$ cat config.mk
export PLATFORM = sky130hd
export DESIGN_NAME = imm_narrow_unit
export DESIGN_NICKNAME = d
export VERILOG_FILES = /design/src/rtl/imm_narrow_unit.sv
export SDC_FILE = /design/constraint.sdc
export NUM_CORES = 1
export LEC_CHECK = 0
export CORE_ASPECT_RATIO = 0.75
export CORE_MARGIN = 5
export CORE_UTILIZATION = 49
export CTS_CLUSTER_SIZE = 10
export DETAILED_ROUTE_END_ITERATION = 12
export MAX_ROUTING_LAYER = met4
export PLACE_DENSITY = 0.84
export SETUP_SLACK_MARGIN = 0.1
export SYNTH_ARGS = -nofsm -noshare
export SYNTH_HDL_FRONTEND = slang
export SYNTH_SLANG_ARGS = --single-unit
export TNS_END_PERCENT = 20
$ cat constraint.sdc
create_clock -name clk -period 3.6 [get_ports clk]
set_input_delay 0.72 -clock clk [delete_from_list [all_inputs] [get_ports clk]]
set_output_delay 0.72 -clock clk [all_outputs]
set_load 0.01 [all_outputs]
$ cat src/rtl/imm_narrow_unit.sv
// imm_narrow_unit: narrows signed 16-bit operands to an IMM_W-bit immediate through a 2-entry output FIFO.
// Define IMM_NARROW_SATURATE_EN to clamp out-of-range values instead of truncating them.
module imm_narrow_unit #(
  parameter int IMM_W = 4,
  parameter int CNT_W = 8
) (
  input  logic             clk,
  input  logic             rst_n,
  input  logic             in_valid,
  output logic             in_ready,
  input  logic [15:0]      in_data,
  output logic             out_valid,
  input  logic             out_ready,
  output logic [IMM_W-1:0] out_imm,
  output logic             out_ovf,
  output logic [CNT_W-1:0] ovf_count,
  input  logic             cnt_clr
);
  logic [1:0]       cnt_q, cnt_d;
  logic             rdy_q, rdy_d;
  logic [IMM_W:0]   h_q, h_d, s_q, s_d, n;
  logic [CNT_W-1:0] ovf_cnt_q, ovf_cnt_d;
  logic             fit, push, pop;
  logic [IMM_W-1:0] n_imm;
  always_comb begin
    fit = (&in_data[15:IMM_W-1]) | ~(|in_data[15:IMM_W-1]);
`ifdef IMM_NARROW_SATURATE_EN
    n_imm = fit ? in_data[IMM_W-1:0] : {in_data[15], {(IMM_W-1){~in_data[15]}}};
`else
    n_imm = in_data[IMM_W-1:0];
`endif
    n = {~fit, n_imm};
    push = in_valid & rdy_q;
    pop = (cnt_q != 2'd0) & out_ready;
    cnt_d = cnt_q + {1'b0, push} - {1'b0, pop};
    rdy_d = cnt_d != 2'd2;
    // head register doubles as the "last emitted" value while the FIFO is empty
    h_d = (push & ((cnt_q == 2'd0) | ((cnt_q == 2'd1) & pop))) ? n :
          (pop & (cnt_q == 2'd2)) ? s_q : h_q;
    s_d = (push & (cnt_q == 2'd1) & ~pop) ? n : s_q;
    ovf_cnt_d = cnt_clr ? '0 :
                (push & ~fit & ~(&ovf_cnt_q)) ? ovf_cnt_q + {{(CNT_W-1){1'b0}}, 1'b1} : ovf_cnt_q;
  end
  always_ff @(posedge clk or negedge rst_n) begin
    if (!rst_n) begin
      cnt_q     <= 2'd0;
      rdy_q     <= 1'b0;
      h_q       <= '0;
      s_q       <= '0;
      ovf_cnt_q <= '0;
    end else begin
      cnt_q     <= cnt_d;
      rdy_q     <= rdy_d;
      h_q       <= h_d;
      s_q       <= s_d;
      ovf_cnt_q <= ovf_cnt_d;
    end
  end
  assign in_ready  = rdy_q;
  assign out_valid = cnt_q != 2'd0;
  assign out_imm   = h_q[IMM_W-1:0];
  assign out_ovf   = h_q[IMM_W];
  assign ovf_count = ovf_cnt_q;
endmodule

# == Yosys cells after proc, flatten, opt, wreduce, memory -nomap -nowiden ==
# Cells that the tools add are included.
# totals
wordCells,37
reg_bits,21
ram_bits,0
latchBits,0
mem_count,0
out_inout_bits,15
romBits,0
input_bits,21
# classes
n_shift,0
n_reduce_logical,7
n_mul,0
n_bitwise,15
add_sub_neg,3
muxes,4
n_div,0
n_lt_le_gt_ge,0
eq_ne,3
# op_table
cell,n
$mux 8,2
$reduce_and 13->1,1
$reduce_or 13->1,1
$mux 5,2
$and 1x1->1,9
$add 8x1->8 const B,1
$reduce_and 8->1,1
$reduce_bool 2->1,3
$not 1->1,4
$add 2x1->2,1
$eq 2x1->1 const B,1
$eq 2x2->1 const B,1
$logic_not 2->1,1
$ne 2x2->1 const B,1
$or 1x1->1,2
$sub 2x1->2,1

# == Logic depth before layout (Yosys ltp) ==
# Gate-level depths: netlist of run 1.
# depth
word_depth,8
depth_mapped,8
ltp_nobuf,8

# == Worst setup path after synthesis of run 1 ==
# Ideal clock, no wire load.
# synth_path
kind,input to register
start,input port in_data[4]
end,register ovf_cnt_q[4] (netlist: ovf_count[4])
stages,5
setup_time_ns,0.125
t_arrival_ns,1.806
n_path_buf,0
required_time_ns,3.475
slack_ns,1.669
path_cell_list,nor4_1 and4_4 nor4_4 and4_2 mux2_4
# synth_via
elab_chain_cells,7
word_cells_on_any_way,8
classes_between,bitwise (5); reduce/logical (3)
# synth_rtl
item,line,source
"start, declared",11,"input logic [15:0] in_data,"
$reduce_or 13->1,26,fit = (&in_data[15:IMM_W-1]) | ~(|in_data[15:IMM_W-1]);
$not 1->1,26,
$or 1x1->1 (*),26,
$not 1->1 (*),42,"(push & ~fit & ~(&ovf_cnt_q)) ? ovf_cnt_q + {{(CNT_W-1){1'b0}}, 1'b1} : ovf_cnt_q;"
$and 1x1->1 (*) (2 in a row),42,
$reduce_bool 2->1 (no line) (*),-,
"end signal, assigned",56,ovf_cnt_q <= ovf_cnt_d;
"end, declared",22,"logic [CNT_W-1:0] ovf_cnt_q, ovf_cnt_d;"
# Mark *: on every way between the ends. The rest lies on a longest branch, timed or not.
# A chain may end at the register's enable or synchronous reset.

# == Final worst setup path of run 1 ==
# layout_path
start,input port in_data[10]
end,register ovf_cnt_q[4] (netlist: ovf_count[4])
# The elaborated chain is that of the path after synthesis.

==> impl_metrics.env, run 1 <==
export IMPL_power_switching_mw=0.2811
export IMPL_clk_pin_slew_ps=130
export IMPL_run_status="completed"
export IMPL_ys_seq_area_share_pct=46.36
export IMPL_period_needed_ps=2519
export IMPL_die_area_mm2=0.003385
export IMPL_coreArea_mm2=0.002252
export IMPL_globalplace_congestion=0.8315
export IMPL_start_util_pct=50.33
export IMPL_antenna_diode_count=0
export IMPL_whs_endpoint="h_q[2]"
export IMPL_postCtsHoldBufs=0
export IMPL_vias=907
export IMPL_grt_ovfl_total=0
export IMPL_finalHoldViolations=0
export IMPL_max_slew_margin_rel_pct=39.12
export IMPL_synthArstFlopShare_pct=100.0
export IMPL_clk_path_buf_depth=2
export IMPL_setup_slack_ps=1081
export IMPL_nNetsFinal=167
export IMPL_rsz0062_at_grt="no"
export IMPL_critical_path_required_ps=3800
export IMPL_setup_viol=0
export IMPL_fmax_mhz=397.0
export IMPL_clkPwrFrac_pct=14.2
export IMPL_ys_seq_elements=21
export IMPL_syn_area_per_cell_um2=10.69
export IMPL_tns_ps=0
export IMPL_critPathKind="in -> reg"
export IMPL_avgViaCountPerCell=5.431
export IMPL_maxCapViolCount=0
export IMPL_drtIter0Drc=35
export IMPL_ios=36
export IMPL_synthCells=106
export IMPL_r2r_start="ovf_count[0]"
export IMPL_ir_drop_v=0.0003426
export IMPL_insertion_delay_ps=300
export IMPL_fillCellCount=167
export IMPL_drc=0
export IMPL_fp_dieH_um=51.66
export IMPL_io_buffers=35
export IMPL_antenna_found_initial=0
export IMPL_switching_share_pct=33.96
export IMPL_rr_worst_depth=6
export IMPL_totalWireLength_um=2545
export IMPL_ys_types=32
export IMPL_end_kind="flop"
export IMPL_slew_viol_final=0
export IMPL_seqPwrFrac_pct=43.9
export IMPL_power_density_mw_per_mm2=542.7
export IMPL_finClkSkew_ps=3.366
export IMPL_grt_start_max_net_pins=22
export IMPL_cts_made_buffers=3
export IMPL_cts_tree="built"
export IMPL_hold_path_depth=2
export IMPL_p_int_mw=0.5466
export IMPL_finalCritPeriodShare_pct=69.98
export IMPL_die_w_um=65.54
export IMPL_synth_warnings=0
export IMPL_area_growth_pct=34.55
export IMPL_hp_start="h_q[2]"
export IMPL_r2r_end="ovf_count[4]"
export IMPL_drt_pass1_iterations=4
export IMPL_drtAntennaViolNets=0
export IMPL_setup_worst_path_start_class="input pin"
export IMPL_post_cts_buffers=0
export IMPL_h_tree_depth=1
export IMPL_grt_usage_pct=16.51
export IMPL_cts_resized=0
export IMPL_hold_worst_slack_ps=497.7
export IMPL_syn_cell_area_mm2=0.001134
export IMPL_wl_per_cell_um=15.24
export IMPL_rrSetupSlack_ps=1460
export IMPL_tightest_slew_ps=910.4
export IMPL_min_path_type="reg -> reg"
export IMPL_dp_hpwl_um=1998
export IMPL_crit_path_max_fanout=11
export IMPL_root_buffer="clkbuf_4"
export IMPL_synth_fp_nets=130
export IMPL_cts_sinks=21
export IMPL_place_worst_setup_slack_ps=745.2
export IMPL_drive_above_1_share_pct=15.49
export IMPL_grt_pass1_vias=943
export IMPL_power_frac_comb_pct=41.9
export IMPL_ys_flop_type="dfrtp_1"
export IMPL_grt_pass1_wl_um=4181
export IMPL_synth_edff_count=0
export IMPL_p_leak_nw=0.6572
export IMPL_crit_arrival_ps=2720
export IMPL_placementRows=15
-- cells in the final DEF (no fill, tap or decap), types with 4 or more instances in the layout --
| cell | synthesis | routed |
|---|---|---|
| nand3_1 | 4 | 4 |
| nor2_1 | 12 | 12 |
| mux2_2 | 5 | 5 |
| dfrtp_1 | 21 | 21 |
| clkdlybuf4s50_1 | 0 | 35 |
| a22oi_1 | 4 | 4 |
| nand2_1 | 11 | 11 |
| nor2b_1 | 4 | 4 |
-- per-stage QoR --
| stage | instance area (um2) | power, mW | utilization, % | instances |
|---|---|---|---|---|
| floorplan | 1134 | 0.5624 | - | 106 |
| global placement | 1495 | 0.6999 | 66.39 | 163 |
| detailed placement | 1495 | 0.7156 | 66.39 | 163 |
| CTS | 1525 | 0.8353 | 67.72 | 167 |
| global route | 1525 | 0.8810 | 67.72 | 167 |
| finish | 1525 | 0.8277 | 67.72 | 167 |
-- Yosys cell counts (2+ instances only) --
master     n  area [um2]
dfrtp_1   21       525.5
nor2_1    12       45.04
nand2_1   11       41.29
mux2_2     5       56.30
a22oi_1    4       30.03
nand3_1    4       20.02
nor2b_1    4       25.02
a21oi_1    3       15.01
ha_1       3       37.54
inv_1      3       11.26
mux2_4     3       45.04
nand2b_1   3       18.77
nand4_1    3       18.77
xnor2_1    3       26.28
a31o_2     2       17.52
mux2i_1    2       20.02
nand4_2    2       25.02
nor3_1     2       10.01
nor4_1     2       12.51
nor4_4     2       42.54
-- cells by family after synthesis --
group                      synth area share, %
and+or+nand+nor                          27.82
DFF                                      46.36
AOI/OAI and AO/OA                        6.733
muxes                                    10.71
buffers and inverters                    2.758
xor gates and xnor gates                 2.318
adders and majority gates                3.312
-- flip-flops by register name, indices dropped and copies added (netlist names) --
name	cells
cnt_q	2
h_q	5
in_ready	1
ovf_count	8
s_q	5
-- power by group through the flow --
stage          clock, mW  sequential (mW)  combinational (mW)
2_1_floorplan          0            0.375               0.187
3_3_place_gp           0            0.362               0.337
3_5_place_dp           0            0.367               0.348
4_1_cts            0.122            0.362               0.351
5_1_grt            0.129            0.375               0.378
6_report           0.118            0.363               0.347
-- how the worst max path moves through the flow --
stage	from	to	slack, ps	depth (start not counted)
CTS	in_data[10]	ovf_count[4]	1080	6
detailed placement	in_data[10]	ovf_count[4]	750	6
global placement	in_data[10]	ovf_count[4]	840	6
finish	in_data[10]	ovf_count[4]	1080	6
floorplan	in_data[4]	ovf_count[4]	1670	5
global route	in_data[13]	ovf_count[4]	1010	6
-- routing by layer --
layer / vias to the layer above / part of all wire, % / track usage, %
met2: 22 / 47 / 27.90
met3: 2 / 5.1 / 2.808
li1: 447 / - / -
met5: - / 0 / -
met1: 436 / 47 / 19.62
met4: 0 / 0.90 / 7.241
-- cell type report --
class	instances	area [um2]	share of cell area, %
Clock buffer	3	22.52	1.477
Timing Repair Buffer	35	350.3	22.97
Multi-Input combinational cell	79	576.8	37.82
Inverter	3	11.26	0.7383
Tap cell	25	31.28	2.051
Sequential cell	21	525.5	34.45
Clock inverter	1	7.507	0.4922
-- worst max-delay path: stages --
cell             delay [ps]
clkdlybuf4s50_1         490
nor4_1                   70
and4_4                  190
nor4_4                  630
and4_2                  330
mux2_4                  290
Power figures use the tool's default switching activity.
==> run 2: changes to the inputs <==
- CORE_UTILIZATION: 49 -> 45
- PLACE_DENSITY: 0.84 -> 0.78
- clock period: 3.6 -> 2.4 ns (I/O delays scaled with it)
==> impl_metrics.env, run 2 (same netlist as run 1, synthesis figures left out) <==
export IMPL_grt_ovfl_total=0
export IMPL_postCtsHoldBufs=0
export IMPL_root_buffer="clkbuf_4"
export IMPL_setup_worst_path_start_class="flop"
export IMPL_drtIter0Drc=33
export IMPL_nNetsFinal=171
export IMPL_avgViaCountPerCell=5.200
export IMPL_grt_pass1_vias=993
export IMPL_fillCellCount=190
export IMPL_finalCritPeriodShare_pct=85.32
export IMPL_min_path_type="in -> async"
export IMPL_cts_tree="built"
export IMPL_globalplace_congestion=0.7854
export IMPL_antenna_found_initial=0
export IMPL_tightest_slew_ps=443.9
export IMPL_run_status="completed"
export IMPL_vias=936
export IMPL_grt_start_max_net_pins=22
export IMPL_grt_pass1_wl_um=4443
export IMPL_drtAntennaViolNets=0
export IMPL_die_w_um=67.96
export IMPL_slew_viol_final=0
export IMPL_clk_path_buf_depth=2
export IMPL_drive_above_1_share_pct=17.81
export IMPL_io_buffers=35
export IMPL_place_area_mm2=0.001549
export IMPL_rr_worst_depth=8
export IMPL_rsz0062_at_grt="no"
export IMPL_tns_ps=0
export IMPL_final_cell_mix="35 x clkdlybuf4s50_1, 21 x dfrtp_1, 12 x nor2_1"
export IMPL_antenna_diode_count=0
export IMPL_finClkSkew_ps=0.2327
export IMPL_start_util_pct=48.32
export IMPL_clk_pin_slew_ps=120
export IMPL_setup_viol=0
export IMPL_cts_sinks=21
export IMPL_wl_per_cell_um=15.05
export IMPL_ir_drop_v=0.0006599
export IMPL_period_needed_ps=2048
export IMPL_die_area_mm2=0.003633
export IMPL_area_growth_pct=39.29
export IMPL_cts_made_buffers=3
export IMPL_drc=0
export IMPL_drt_pass1_iterations=4
export IMPL_end_kind="output pin"
export IMPL_grt_usage_pct=17.14
export IMPL_fmax_mhz=488.4
export IMPL_max_slew_margin_rel_pct=70.32
export IMPL_coreArea_mm2=0.002346
export IMPL_critPathKind="reg -> out"
export IMPL_dp_hpwl_um=2126
export IMPL_maxCapViolCount=0
export IMPL_power_density_mw_per_mm2=809.6
export IMPL_multi_input_area_um2=576.8
export IMPL_cts_resized=0
export IMPL_h_tree_depth=1
export IMPL_ios=36
export IMPL_placementRows=15
export IMPL_largest_register_ffs=8
export IMPL_post_cts_buffers=0
export IMPL_critical_path_required_ps=1920
export IMPL_insertion_delay_ps=310
export IMPL_totalWireLength_um=2709
export IMPL_crit_arrival_ps=1570
export IMPL_final_seq_area_um2=525.5
export IMPL_finalHoldViolations=0
export IMPL_fp_dieH_um=53.47
export IMPL_crit_path_max_fanout=5
export IMPL_mostFrequentLayoutCell="clkdlybuf4s50_1"
export IMPL_p_leak_nw=0.6818
export IMPL_fin_area_mm2=0.001579
run 2: cell count changes in the layout (fill, tap and decap cells not counted):
cell    change
buf_12      +1
buf_4       +3
run 2: worst paths after layout:
| check | from | to | slack [ps] |
|---|---|---|---|
| min reg2reg | h_q[1] | h_q[1] | 500 |
| max in group asynchronous | rst_n | s_q[2] | 1690 |
| max | cnt_q[1] | out_valid | 350 |
| min | rst_n | ovf_count[6] | 500 |
| min in group clk | h_q[1] | h_q[1] | 500 |
| max reg2reg | cnt_q[1] | in_ready | 480 |
run 2: power by group:
part / internal [mW] / switching, mW
sequential: 0.471 / 0.0793
combinational: 0.312 / 0.238
clock: 0.0636 / 0.114
total: 0.847 / 0.432
run 2: area by class of cell:
type / instances / area share [%]
clock inverter: 1 / 0.4754
multi-input combinational: 79 / 36.53
inverter: 3 / 0.7132
sequential: 21 / 33.28
timing repair buffer: 39 / 24.88
clock buffer: 3 / 1.426
tap: 34 / 2.694
run 2: layer usage:
metal	share of wire, %	track usage, %
met1	42	19.71
met2	45	28.64
met3	12	7.006
met4	0.92	2.640
met5	0	-
run 2: worst max-delay path, cell delays in order, from the launching register on:
cell,delay [ps]
dfrtp_1,450
or2_2,320
clkdlybuf4s50_1,490
run 2: metrics by stage:
stage | hold WS, ps | instances | util, % | power [mW] | setup slack [ps]
after floorplan | 184.4 | 106 | - | 0.8436 | 554.0
after global placement | 468.6 | 176 | 66.03 | 1.077 | 152.6
after detailed placement | 467.3 | 176 | 66.03 | 1.109 | 101.9
after CTS | 501.4 | 180 | 67.31 | 1.290 | 348.4
after global routing | 515.8 | 180 | 67.31 | 1.373 | 294.1
final | 502.2 | 180 | 67.31 | 1.278 | 352.4
